===== src/rtl/interrupt_sequencer_pkg.sv =====
// ie_defs: shared definitions for the interrupt/return sequencer.
//   - seq_state_e : sequencer FSM states
//   - req_kind_e  : classification of an accepted request
//   - vector addresses, stack page, 6502 P-register bit indices
//   - entry_status: P value pushed on NMI/BRK entry
package ie_defs;

   localparam logic [15:0] VEC_NMI_ADDR   = 16'hFFFA;
   localparam logic [15:0] VEC_RESET_ADDR = 16'hFFFC;
   localparam logic [15:0] VEC_IRQ_ADDR   = 16'hFFFE;

   localparam logic [7:0] STACK_PAGE = 8'h01;

   localparam int P_C = 0;
   localparam int P_Z = 1;
   localparam int P_I = 2;
   localparam int P_D = 3;
   localparam int P_B = 4;
   localparam int P_R = 5;
   localparam int P_V = 6;
   localparam int P_N = 7;

   typedef enum logic [3:0] {
      S_IDLE,
      S_PASS,
      S_PUSH_PCH,
      S_PUSH_PCL,
      S_PUSH_P,
      S_VEC_LO,
      S_VEC_HI,
      S_PULL_P,
      S_PULL_PCL,
      S_PULL_PCH,
      S_CAP
   } seq_state_e;

   typedef enum logic [1:0] {
      REQ_PASS,
      REQ_ENTRY,
      REQ_RESET,
      REQ_RTI
   } req_kind_e;

   // The pushed copy always has the unused R bit set; B tells software
   // whether it was a BRK (1) or a hardware NMI (0).
   function automatic logic [7:0] entry_status(input logic [7:0] p, input logic is_nmi);
      logic [7:0] r;
      r      = p;
      r[P_R] = 1'b1;
      r[P_B] = ~is_nmi;
      return r;
   endfunction

endpackage


===== src/rtl/interrupt_sequencer_if.sv =====
// interrupt_sequencer_if: groups the execute-stage handshake, the CPU state
// exchange and the memory bus owned by the sequencer while busy.
//   slave  : the sequencer side (drives bus + results)
//   master : the CPU / memory side
interface interrupt_sequencer_if;
   logic [15:0] mem_addr;
   logic [7:0]  mem_data_in;
   logic [7:0]  mem_data_out;
   logic        mem_write_en;
   logic        mem_read_en;
   logic        is_break;
   logic        is_rti;
   logic        soft_reset;
   logic [7:0]  ppu_status;
   logic        start;
   logic        done;
   logic        busy;
   logic [15:0] pc_in;
   logic [7:0]  status_in;
   logic [7:0]  stack_in;
   logic [15:0] pc_out;
   logic [7:0]  status_out;
   logic [7:0]  stack_out;
   logic        int_disable;
   logic        halt;

   modport slave (
      input  mem_data_in, is_break, is_rti, soft_reset, ppu_status, start,
             pc_in, status_in, stack_in, halt,
      output mem_addr, mem_data_out, mem_write_en, mem_read_en, done, busy,
             pc_out, status_out, stack_out, int_disable
   );

   modport master (
      output mem_data_in, is_break, is_rti, soft_reset, ppu_status, start,
             pc_in, status_in, stack_in, halt,
      input  mem_addr, mem_data_out, mem_write_en, mem_read_en, done, busy,
             pc_out, status_out, stack_out, int_disable
   );
endinterface


===== src/rtl/interrupt_sequencer_nmi.sv =====
// nmi_edge_latch: remembers a 0->1 edge of the NMI source until the
// sequencer starts NMI entry. Runs every cycle regardless of halt.
//   clk, rst : clock, async active-high reset
//   nmi_src  : raw NMI level (PPU vblank flag)
//   clear    : NMI entry is starting this cycle
//   pending  : an NMI edge is waiting to be serviced
module nmi_edge_latch (
   input  logic clk,
   input  logic rst,
   input  logic nmi_src,
   input  logic clear,
   output logic pending
);
   logic prev_q, prev_d;
   logic pending_q, pending_d;

   // A fresh edge in the same cycle as the clear must not be lost, so the
   // set term is ORed in after the clear.
   always_comb begin
      prev_d    = nmi_src;
      pending_d = (nmi_src & ~prev_q) | (pending_q & ~clear);
   end

   always_ff @(posedge clk or posedge rst) begin
      if (rst) begin
         prev_q    <= 1'b0;
         pending_q <= 1'b0;
      end else begin
         prev_q    <= prev_d;
         pending_q <= pending_d;
      end
   end

   assign pending = pending_q;
endmodule


===== src/rtl/interrupt_sequencer.sv =====
// interrupt_sequencer: responder to the execute FSM's per-instruction
// start pulse. Services soft reset, RTI, pending NMI or BRK by driving the
// memory bus for stack pushes/pulls and vector fetches, or passes CPU state
// through unchanged.
//   clk, rst : clock, async active-high reset
//   bus      : interrupt_sequencer_if.slave (handshake, CPU state, memory bus)
// All bus and result outputs are registered.
module interrupt_sequencer
   import ie_defs::*;
#(
   parameter logic [15:0] VEC_NMI   = VEC_NMI_ADDR,
   parameter logic [15:0] VEC_RESET = VEC_RESET_ADDR,
   parameter logic [15:0] VEC_IRQ   = VEC_IRQ_ADDR,
   parameter int          RD_LAT    = 2
) (
   input logic                  clk,
   input logic                  rst,
   interrupt_sequencer_if.slave bus
);
   localparam logic [7:0] LAT = 8'(RD_LAT);

   seq_state_e  state_q, state_d;
   req_kind_e   kind_q, kind_d;
   logic [15:0] pc_q, pc_d;
   logic [7:0]  p_q, p_d;
   logic [7:0]  sp_q, sp_d;
   logic [7:0]  push_p_q, push_p_d;
   logic [15:0] vec_q, vec_d;
   logic [7:0]  lo_q, lo_d;
   logic [7:0]  hi_q, hi_d;
   logic [7:0]  pull_p_q, pull_p_d;
   logic [7:0]  cnt_q, cnt_d;
   logic [15:0] mem_addr_q, mem_addr_d;
   logic [7:0]  mem_data_out_q, mem_data_out_d;
   logic        mem_write_en_q, mem_write_en_d;
   logic        mem_read_en_q, mem_read_en_d;
   logic        done_q, done_d;
   logic        busy_q, busy_d;
   logic [15:0] pc_out_q, pc_out_d;
   logic [7:0]  status_out_q, status_out_d;
   logic [7:0]  stack_out_q, stack_out_d;
   logic        nmi_pending;
   logic        nmi_clear;

   nmi_edge_latch u_nmi (
      .clk     (clk),
      .rst     (rst),
      .nmi_src (bus.ppu_status[P_N]),
      .clear   (nmi_clear),
      .pending (nmi_pending)
   );

   // Each transition loads the bus registers for the state being entered,
   // so a state's strobe is visible exactly during that state's first cycle.
   // Read states stay put for RD_LAT extra cycles (cnt) and capture
   // mem_data_in when cnt reaches zero.
   always_comb begin
      state_d        = state_q;
      kind_d         = kind_q;
      pc_d           = pc_q;
      p_d            = p_q;
      sp_d           = sp_q;
      push_p_d       = push_p_q;
      vec_d          = vec_q;
      lo_d           = lo_q;
      hi_d           = hi_q;
      pull_p_d       = pull_p_q;
      cnt_d          = cnt_q;
      mem_addr_d     = mem_addr_q;
      mem_data_out_d = mem_data_out_q;
      mem_write_en_d = mem_write_en_q;
      mem_read_en_d  = mem_read_en_q;
      done_d         = done_q;
      busy_d         = busy_q;
      pc_out_d       = pc_out_q;
      status_out_d   = status_out_q;
      stack_out_d    = stack_out_q;
      nmi_clear      = 1'b0;

      if (!bus.halt) begin
         mem_write_en_d = 1'b0;
         mem_read_en_d  = 1'b0;
         case (state_q)
            S_IDLE: begin
               if (bus.start) begin
                  done_d = 1'b0;
                  pc_d   = bus.pc_in;
                  p_d    = bus.status_in;
                  sp_d   = bus.stack_in;
                  if (bus.soft_reset) begin
                     kind_d        = REQ_RESET;
                     sp_d          = bus.stack_in - 8'd3;
                     vec_d         = VEC_RESET;
                     busy_d        = 1'b1;
                     mem_addr_d    = VEC_RESET;
                     mem_read_en_d = 1'b1;
                     cnt_d         = LAT;
                     state_d       = S_VEC_LO;
                  end else if (bus.is_rti) begin
                     kind_d        = REQ_RTI;
                     sp_d          = bus.stack_in + 8'd1;
                     busy_d        = 1'b1;
                     mem_addr_d    = {STACK_PAGE, bus.stack_in + 8'd1};
                     mem_read_en_d = 1'b1;
                     cnt_d         = LAT;
                     state_d       = S_PULL_P;
                  end else if (nmi_pending || bus.is_break) begin
                     kind_d         = REQ_ENTRY;
                     nmi_clear      = nmi_pending;
                     vec_d          = nmi_pending ? VEC_NMI : VEC_IRQ;
                     push_p_d       = entry_status(bus.status_in, nmi_pending);
                     busy_d         = 1'b1;
                     mem_addr_d     = {STACK_PAGE, bus.stack_in};
                     mem_data_out_d = bus.pc_in[15:8];
                     mem_write_en_d = 1'b1;
                     state_d        = S_PUSH_PCH;
                  end else begin
                     kind_d  = REQ_PASS;
                     state_d = S_PASS;
                  end
               end
            end
            S_PASS: begin
               pc_out_d     = pc_q;
               status_out_d = p_q;
               stack_out_d  = sp_q;
               done_d       = 1'b1;
               state_d      = S_IDLE;
            end
            S_PUSH_PCH: begin
               sp_d           = sp_q - 8'd1;
               mem_addr_d     = {STACK_PAGE, sp_q - 8'd1};
               mem_data_out_d = pc_q[7:0];
               mem_write_en_d = 1'b1;
               state_d        = S_PUSH_PCL;
            end
            S_PUSH_PCL: begin
               sp_d           = sp_q - 8'd1;
               mem_addr_d     = {STACK_PAGE, sp_q - 8'd1};
               mem_data_out_d = push_p_q;
               mem_write_en_d = 1'b1;
               state_d        = S_PUSH_P;
            end
            S_PUSH_P: begin
               sp_d           = sp_q - 8'd1;
               mem_addr_d     = vec_q;
               mem_data_out_d = 8'h00;
               mem_read_en_d  = 1'b1;
               cnt_d          = LAT;
               state_d        = S_VEC_LO;
            end
            S_VEC_LO: begin
               if (cnt_q == 8'd0) begin
                  lo_d          = bus.mem_data_in;
                  mem_addr_d    = vec_q + 16'd1;
                  mem_read_en_d = 1'b1;
                  cnt_d         = LAT;
                  state_d       = S_VEC_HI;
               end else begin
                  cnt_d = cnt_q - 8'd1;
               end
            end
            S_VEC_HI: begin
               if (cnt_q == 8'd0) begin
                  hi_d    = bus.mem_data_in;
                  state_d = S_CAP;
               end else begin
                  cnt_d = cnt_q - 8'd1;
               end
            end
            S_PULL_P: begin
               if (cnt_q == 8'd0) begin
                  pull_p_d      = bus.mem_data_in;
                  sp_d          = sp_q + 8'd1;
                  mem_addr_d    = {STACK_PAGE, sp_q + 8'd1};
                  mem_read_en_d = 1'b1;
                  cnt_d         = LAT;
                  state_d       = S_PULL_PCL;
               end else begin
                  cnt_d = cnt_q - 8'd1;
               end
            end
            S_PULL_PCL: begin
               if (cnt_q == 8'd0) begin
                  lo_d          = bus.mem_data_in;
                  sp_d          = sp_q + 8'd1;
                  mem_addr_d    = {STACK_PAGE, sp_q + 8'd1};
                  mem_read_en_d = 1'b1;
                  cnt_d         = LAT;
                  state_d       = S_PULL_PCH;
               end else begin
                  cnt_d = cnt_q - 8'd1;
               end
            end
            S_PULL_PCH: begin
               if (cnt_q == 8'd0) begin
                  hi_d    = bus.mem_data_in;
                  state_d = S_CAP;
               end else begin
                  cnt_d = cnt_q - 8'd1;
               end
            end
            S_CAP: begin
               pc_out_d    = {hi_q, lo_q};
               stack_out_d = sp_q;
               // RTI keeps the live B/R bits; everything else masks interrupts.
               if (kind_q == REQ_RTI) begin
                  status_out_d = (pull_p_q & 8'hCF) | (p_q & 8'h30);
               end else begin
                  status_out_d = p_q | 8'h04;
               end
               mem_addr_d     = 16'h0000;
               mem_data_out_d = 8'h00;
               done_d         = 1'b1;
               busy_d         = 1'b0;
               state_d        = S_IDLE;
            end
            default: begin
               state_d = S_IDLE;
            end
         endcase
      end
   end

   always_ff @(posedge clk or posedge rst) begin
      if (rst) begin
         state_q        <= S_IDLE;
         kind_q         <= REQ_PASS;
         pc_q           <= 16'h0000;
         p_q            <= 8'h00;
         sp_q           <= 8'h00;
         push_p_q       <= 8'h00;
         vec_q          <= 16'h0000;
         lo_q           <= 8'h00;
         hi_q           <= 8'h00;
         pull_p_q       <= 8'h00;
         cnt_q          <= 8'h00;
         mem_addr_q     <= 16'h0000;
         mem_data_out_q <= 8'h00;
         mem_write_en_q <= 1'b0;
         mem_read_en_q  <= 1'b0;
         done_q         <= 1'b0;
         busy_q         <= 1'b0;
         pc_out_q       <= 16'h0000;
         status_out_q   <= 8'h04;
         stack_out_q    <= 8'hFF;
      end else begin
         state_q        <= state_d;
         kind_q         <= kind_d;
         pc_q           <= pc_d;
         p_q            <= p_d;
         sp_q           <= sp_d;
         push_p_q       <= push_p_d;
         vec_q          <= vec_d;
         lo_q           <= lo_d;
         hi_q           <= hi_d;
         pull_p_q       <= pull_p_d;
         cnt_q          <= cnt_d;
         mem_addr_q     <= mem_addr_d;
         mem_data_out_q <= mem_data_out_d;
         mem_write_en_q <= mem_write_en_d;
         mem_read_en_q  <= mem_read_en_d;
         done_q         <= done_d;
         busy_q         <= busy_d;
         pc_out_q       <= pc_out_d;
         status_out_q   <= status_out_d;
         stack_out_q    <= stack_out_d;
      end
   end

   assign bus.mem_addr     = mem_addr_q;
   assign bus.mem_data_out = mem_data_out_q;
   assign bus.mem_write_en = mem_write_en_q;
   assign bus.mem_read_en  = mem_read_en_q;
   assign bus.done         = done_q;
   assign bus.busy         = busy_q;
   assign bus.pc_out       = pc_out_q;
   assign bus.status_out   = status_out_q;
   assign bus.stack_out    = stack_out_q;
   assign bus.int_disable  = status_out_q[P_I];
endmodule

===== src/flat_wrapper.sv =====
// flat-port wrapper written by rule: the top's interface ports become plain ports
module interrupt_sequencer_flat import ie_defs::*;
#(
   parameter logic [15:0] VEC_NMI   = VEC_NMI_ADDR,
   parameter logic [15:0] VEC_RESET = VEC_RESET_ADDR,
   parameter logic [15:0] VEC_IRQ   = VEC_IRQ_ADDR,
   parameter int          RD_LAT    = 2
)
  (clk, rst, bus_mem_data_in, bus_is_break, bus_is_rti, bus_soft_reset, bus_ppu_status, bus_start, bus_pc_in, bus_status_in, bus_stack_in, bus_halt, bus_mem_addr, bus_mem_data_out, bus_mem_write_en, bus_mem_read_en, bus_done, bus_busy, bus_pc_out, bus_status_out, bus_stack_out, bus_int_disable);
  interrupt_sequencer_if bus_i ();
  input logic clk;
  input logic rst;
  input wire logic [$bits(bus_i.mem_data_in)-1:0] bus_mem_data_in;
  input wire logic [$bits(bus_i.is_break)-1:0] bus_is_break;
  input wire logic [$bits(bus_i.is_rti)-1:0] bus_is_rti;
  input wire logic [$bits(bus_i.soft_reset)-1:0] bus_soft_reset;
  input wire logic [$bits(bus_i.ppu_status)-1:0] bus_ppu_status;
  input wire logic [$bits(bus_i.start)-1:0] bus_start;
  input wire logic [$bits(bus_i.pc_in)-1:0] bus_pc_in;
  input wire logic [$bits(bus_i.status_in)-1:0] bus_status_in;
  input wire logic [$bits(bus_i.stack_in)-1:0] bus_stack_in;
  input wire logic [$bits(bus_i.halt)-1:0] bus_halt;
  output wire logic [$bits(bus_i.mem_addr)-1:0] bus_mem_addr;
  output wire logic [$bits(bus_i.mem_data_out)-1:0] bus_mem_data_out;
  output wire logic [$bits(bus_i.mem_write_en)-1:0] bus_mem_write_en;
  output wire logic [$bits(bus_i.mem_read_en)-1:0] bus_mem_read_en;
  output wire logic [$bits(bus_i.done)-1:0] bus_done;
  output wire logic [$bits(bus_i.busy)-1:0] bus_busy;
  output wire logic [$bits(bus_i.pc_out)-1:0] bus_pc_out;
  output wire logic [$bits(bus_i.status_out)-1:0] bus_status_out;
  output wire logic [$bits(bus_i.stack_out)-1:0] bus_stack_out;
  output wire logic [$bits(bus_i.int_disable)-1:0] bus_int_disable;
  assign bus_i.mem_data_in = bus_mem_data_in;
  assign bus_i.is_break = bus_is_break;
  assign bus_i.is_rti = bus_is_rti;
  assign bus_i.soft_reset = bus_soft_reset;
  assign bus_i.ppu_status = bus_ppu_status;
  assign bus_i.start = bus_start;
  assign bus_i.pc_in = bus_pc_in;
  assign bus_i.status_in = bus_status_in;
  assign bus_i.stack_in = bus_stack_in;
  assign bus_i.halt = bus_halt;
  assign bus_mem_addr = bus_i.mem_addr;
  assign bus_mem_data_out = bus_i.mem_data_out;
  assign bus_mem_write_en = bus_i.mem_write_en;
  assign bus_mem_read_en = bus_i.mem_read_en;
  assign bus_done = bus_i.done;
  assign bus_busy = bus_i.busy;
  assign bus_pc_out = bus_i.pc_out;
  assign bus_status_out = bus_i.status_out;
  assign bus_stack_out = bus_i.stack_out;
  assign bus_int_disable = bus_i.int_disable;
  interrupt_sequencer #(.VEC_NMI(VEC_NMI), .VEC_RESET(VEC_RESET), .VEC_IRQ(VEC_IRQ), .RD_LAT(RD_LAT)) u_core (.clk(clk), .rst(rst), .bus(bus_i));
endmodule

===== config.mk =====
export PLATFORM = sky130hd
export DESIGN_NAME = interrupt_sequencer_flat
export DESIGN_NICKNAME = d
export VERILOG_FILES = /design/src/rtl/interrupt_sequencer_pkg.sv /design/src/rtl/interrupt_sequencer_if.sv /design/src/rtl/interrupt_sequencer_nmi.sv /design/src/rtl/interrupt_sequencer.sv /design/src/flat_wrapper.sv
export SDC_FILE = /design/constraint.sdc
export NUM_CORES = 1
export LEC_CHECK = 0
export ABC_AREA = 1
export BUFFER_PORTS_ARGS = -buffer_cell sky130_fd_sc_hd__buf_2
export CAP_MARGIN = 10
export CORE_ASPECT_RATIO = 0.75
export CORE_UTILIZATION = 30
export CTS_BUF_LIST = sky130_fd_sc_hd__clkbuf_2 sky130_fd_sc_hd__clkbuf_4 sky130_fd_sc_hd__clkbuf_8
export DETAILED_ROUTE_END_ITERATION = 6
export PLACE_DENSITY_LB_ADDON = 0.15
export SYNTH_ARGS = -nofsm -noshare
export SYNTH_HDL_FRONTEND = slang
export SYNTH_SLANG_ARGS = --single-unit

===== constraint.sdc =====
create_clock -name clk -period 7 [get_ports clk]
set_input_delay 1.05 -clock clk [delete_from_list [all_inputs] [get_ports clk]]
set_output_delay 1.05 -clock clk [all_outputs]
set_load 0.005 [all_outputs]

# After elaboration in Yosys (flattened, before gate mapping)
# Index checks and enable logic that the tools add are counted.
# totals
regBits	156
input_bits	55
wordCells	161
# op_classes
n_reduce_logical	34
n_bitwise	10
addsub	6
n_eq_ne	24
muxes	65
# ops
operator	count
two-way mux 16 bit	9
two-way mux 8 bit	14
case mux 16 bit (6 select lines)	1
case mux 8 bit (4 select lines)	2
case mux 16 bit (2 select lines)	1
case mux 4 bit (8 select lines)	1
two-way mux 4 bit	7
case mux 8 bit (3 select lines)	1
AND reduction 6 bit	4
two-way mux 1 bit	20
adder 16 x 1 -> 16 bit, second input constant	1
adder 8 x 1 -> 8 bit, second input constant	2
equality test 4 x 3 -> 1 bit, second input constant	4
case mux 8 bit (2 select lines)	1
subtractor 8 x 1 -> 8 bit, second input constant	2
AND reduction 3 bit	5
!= test 2 x 1 -> 1 bit, second input constant	7
equality test 4 bit, second input constant	3
OR reduction 2 bit	6
AND reduction 5 bit	2
equality test 4 x 2 -> 1 bit, second input constant	2
zero test 8 bit	1
!= test 2 bit, second input constant	4
bitwise OR 8 x 6 -> 8 bit	1
other kinds (21)	38

# Depth between registers and ports, before layout
# logic_depth
word_depth	10
mapped_depth	11

# Modules after synthesis
# From an unflattened synthesis, not the netlist that was laid out.
# unflattened
cells_unflattened	909
area_unflattened_um2	6980.4
# by_module_without_submodules
mod	cells_per_inst	area_per_inst_um2	instances
interrupt_sequencer	901	6907.9	1
nmi_edge_latch	8	72.6	1

# Worst setup path before layout
# No wires, ideal clock.
# synth_timing
path_type	input-to-reg
start	in bus_soft_reset
end	reg u_core.mem_data_out_q[0] (netlist: u_core.bus.mem_data_out[0])
stages	8
arrival_time_ns	2.099
path_buffers	1
setup_slack_ns	4.824
cell_sequence	nor2_2 inv_1 nor2_1 nor2_1 nor3_4 buf_6 nor2_1 a21oi_1
# synth_between
elab_chain_cells	2
# synth_rtl
item	line	text
from (decl)	flat_wrapper.sv:16	input wire logic [$bits(bus_i.soft_reset)-1:0] bus_soft_reset;
!= test 2 bit (no line)	-	
AND reduction 6 bit (no line)	-	
to (signal assigned)	interrupt_sequencer.sv:260	mem_data_out_q <= mem_data_out_d;
to (decl)	interrupt_sequencer.sv:34	logic [7:0] mem_data_out_q, mem_data_out_d;
# No other way between the ends.
# A chain may end at the register's enable or synchronous reset.

# Final worst setup path
# layout_timing
start	reg u_core.state_q[3]
end	reg u_core.status_out_q[2] (netlist: u_core.bus.status_out[2])
# layout_between
elab_chain_cells	3
word_cells_on_any_way	5
# layout_rtl
item	line	text
from (decl)	interrupt_sequencer.sv:22	seq_state_e state_q, state_d;
from (signal assigned)	interrupt_sequencer.sv:248	state_q <= state_d;
equality test 4 x 1 -> 1 bit / equality test 4 bit (equally long branches)	interrupt_sequencer.sv:83	case (state_q)
nonzero test 2 bit (no line)	-	
AND reduction 2 bit (no line)	-	
to (signal assigned)	interrupt_sequencer.sv:266	status_out_q <= status_out_d;
to (decl)	interrupt_sequencer.sv:40	logic [7:0] status_out_q, status_out_d;
# Several ways; a longest one is shown, not always the timed one.

==> flow_summary.json <==
{
  "ios": 116,
  "grt_pass1_wl_mm": 32.4,
  "cts.root.buffer_cell": "clkbuf_8",
  "synth-xor-area-share_pct": 0.880,
  "grt_pass1_vias": 5831,
  "vias": 6203,
  "max-clock-path-buffers": 2,
  "fillers": 2388,
  "timing.final.crit_share_pct": 49.3,
  "fmax_ghz": 0.290,
  "cp_data_arrival_time_ns": 3.85,
  "antennaDiodeCount": 0,
  "die_x_um": 178,
  "die_y_um": 134,
  "gr-usage-all-layers_pct": 17.8,
  "syn_inst": 921,
  "reg2reg_to": "u_core.bus.status_out[2]",
  "cts_setup_buffers": 0,
  "seq_area_um2": 3390,
  "power_density_nw_per_um2": 464,
  "syn-cell-area_um2": 6970,
  "place.gp.congestion": 0.832,
  "area_growth_pct": 16.6,
  "final_area_um2": 8130,
  "synth.avg_cell_area_um2": 7.57,
  "rows": 47,
  "synthMuxAreaShare_pct": 0,
  "reg2reg_from": "u_core.state_q[3]",
  "r2r_slack_ns": 3.55,
  "clkLatencyLatePin_ns": 0.46,
  "rsz0062_at_grt": "no",
  "yosys_warnings": 0,
  "reg2reg_depth": 8,
  "clock-skew-final_ns": 0.0159,
  "timing.final.crit_period_ns": 3.45,
  "setup_tns_ns": 0,
  "core-area_um2": 22400,
  "status": "finished clean",
  "grt_antenna_before_repair": 0,
  "peakVddDrop_mv": 0.166,
  "vias_per_cell": 4.69,
  "worst_pin_slew_ns": 1.09,
  "hold_class": "reg -> reg",
  "synth_fa_ha_area_share_pct": 0.718,
  "hold_viol": 0,
  "wl_per_cell_um": 15.4,
  "synthTopCellsByArea": "dfrtp_1 (45%), nand2_1 (16%), nor2_1 (5.5%), o21ai_0 (5.4%), inv_1 (4.4%)",
  "grt-ovfl-total": 0,
  "synth.net_count": 980,
  "cts.sinks": 135,
  "cp-start-kind": "flip-flop",
  "worstHoldStart": "u_core.u_nmi.prev_q",
  "ctsHtreeMaxLevel": 4,
  "synth_compound_area_share_pct": 12.2,
  "synth_simple_gate_area_share_pct": 30.3,
  "crit_path_end_kind": "flip-flop",
  "yosysTopAreaCell": "dfrtp_1",
  "ys_ff_latch": 135,
  "synth_top_family_by_area": "simple AND/OR/NAND/NOR gates",
  "grt_max_degree": 71,
  "setup.worst_path.class": "reg -> reg",
  "place_area_um2": 7710,
  "multi_input_area_um2": 3070,
  "power_leakage_nw": 4.12,
  "final_cell_mix": "nand2_1 (296), dfrtp_1 (126), buf_2 (108), nor2_1 (103), inv_1 (80)",
  "place_inst": 1292,
  "timing.hold.ws_ns": 0.457,
  "die-area_um2": 23900,
  "first_pass_iters": 4,
  "slew_headroom_pct": 27.2,
  "cts_buffers": 17,
  "postCtsResizedCells": 0,
  "cts.clk_slew.worst_paths_ns": 0.09,
  "yosysTopAreaCellShare_pct": 45.2,
  "power.total_mw": 3.77,
  "synth_cell_type_count": 38,
  "ant_nets": 0,
  "layout.cells.non_filler": 1324,
  "drive_gt1_share_pct": 17.9,
  "fin_nets": 1076,
  "setup_viol": 0,
  "cts_hold_buf": 0,
  "drv_cap": 0,
  "ys_seq_area_share_pct": 48.6,
  "cts_tree": "built",
  "holdPathEnd": "u_core.u_nmi.pending",
  "numPortBuffers": 108,
  "crit_required_ns": 7.40,
  "layout_commonest_cell": "nand2_1",
  "drv_slew": 0,
  "initial_core_util_pct": 31.1,
  "crit_fanout": 39,
  "drt_iter0_markers": 382,
  "drc": 0,
  "wl_mm": 20.4,
  "whs_path_depth": 1,
  "dpl.hpwl_mm": 14.6
}
==> per-stage QoR <==
step           setup WS (ns)  util [%]
2_1_floorplan           2.35         -
3_3_place_gp            3.32      34.4
3_5_place_dp            3.24      34.4
4_1_cts                 3.51      36.3
5_1_grt                 3.15      36.3
6_report                3.55      36.3
==> kinds of logic (layout without fill, tap and decap cells) <==
kind of cell / count (synthesis) / in the layout
adders and majority gates: 4 / 4
DFF: 135 / 135
AOI/OAI and AO/OA: 158 / 158
and+or+nand+nor: 497 / 497
buffers and inverters: 120 / 229
xor gates and xnor gates: 7 / 7
==> worst max-delay path by stage <==
| stage | to | depth (start not counted) | slack (ns) | startpoint |
|---|---|---|---|---|
| floorplan | u_core.bus.busy | 1 | 2.35 | rst |
| global placement | u_core.u_nmi.pending | 7 | 3.32 | bus_halt |
| detailed placement | u_core.u_nmi.pending | 7 | 3.24 | bus_halt |
| CTS | u_core.bus.status_out[2] | 8 | 3.51 | u_core.state_q[3] |
| global route | u_core.bus.status_out[2] | 8 | 3.15 | u_core.state_q[3] |
| finish | u_core.bus.status_out[2] | 8 | 3.55 | u_core.state_q[3] |
==> critical path, cell delays in order (launching register included) <==
cell	delay, ns
dfrtp_1	0.51
inv_2	0.09
nor2_1	0.13
nand2_1	0.56
o21ai_1	0.26
nand2_1	0.57
inv_2	0.77
o221ai_1	0.34
nand2_1	0.12
==> synth_stat cells (all sizes together) <==
master and number:
dfstp 9, or2 1, clkbuf 13, o21ai 96, o31ai 1, o221ai 1
o2111ai 1, nand2 303, nand3 62, and2 1, a22oi 1, dfrtp 126
a31oi 17, buf 19, nor3 2, inv 87, o211ai 4, ha 4
clkinv 1, xor2 7, o22ai 5, nand3b 4, nand4 9, nor2 115
a21oi 32
==> power by group <==
part           switching, mW  total, mW  internal [mW]
logic                   1.09       1.68          0.591
registers              0.243       1.39           1.15
clock network          0.372      0.704          0.333
total                   1.70       3.77           2.07
==> layout make-up <==
class	instances	area share, %
well taps	294	4.53
clock inverters	15	2.22
repair buffers	109	6.74
multi-input cells	666	37.8
inverters	88	4.13
flip-flops and latches	135	41.7
clock buffers	17	2.88
==> per-layer routing <==
metal,part of all wire (%),global-route usage (%),up-vias
met5,0,0,-
met4,0.92,4.75,0
met3,4.9,3.60,11
met2,41,24.8,141
met1,53,27.6,2898
li1,-,-,3153
(Power assumes the default switching activity.)
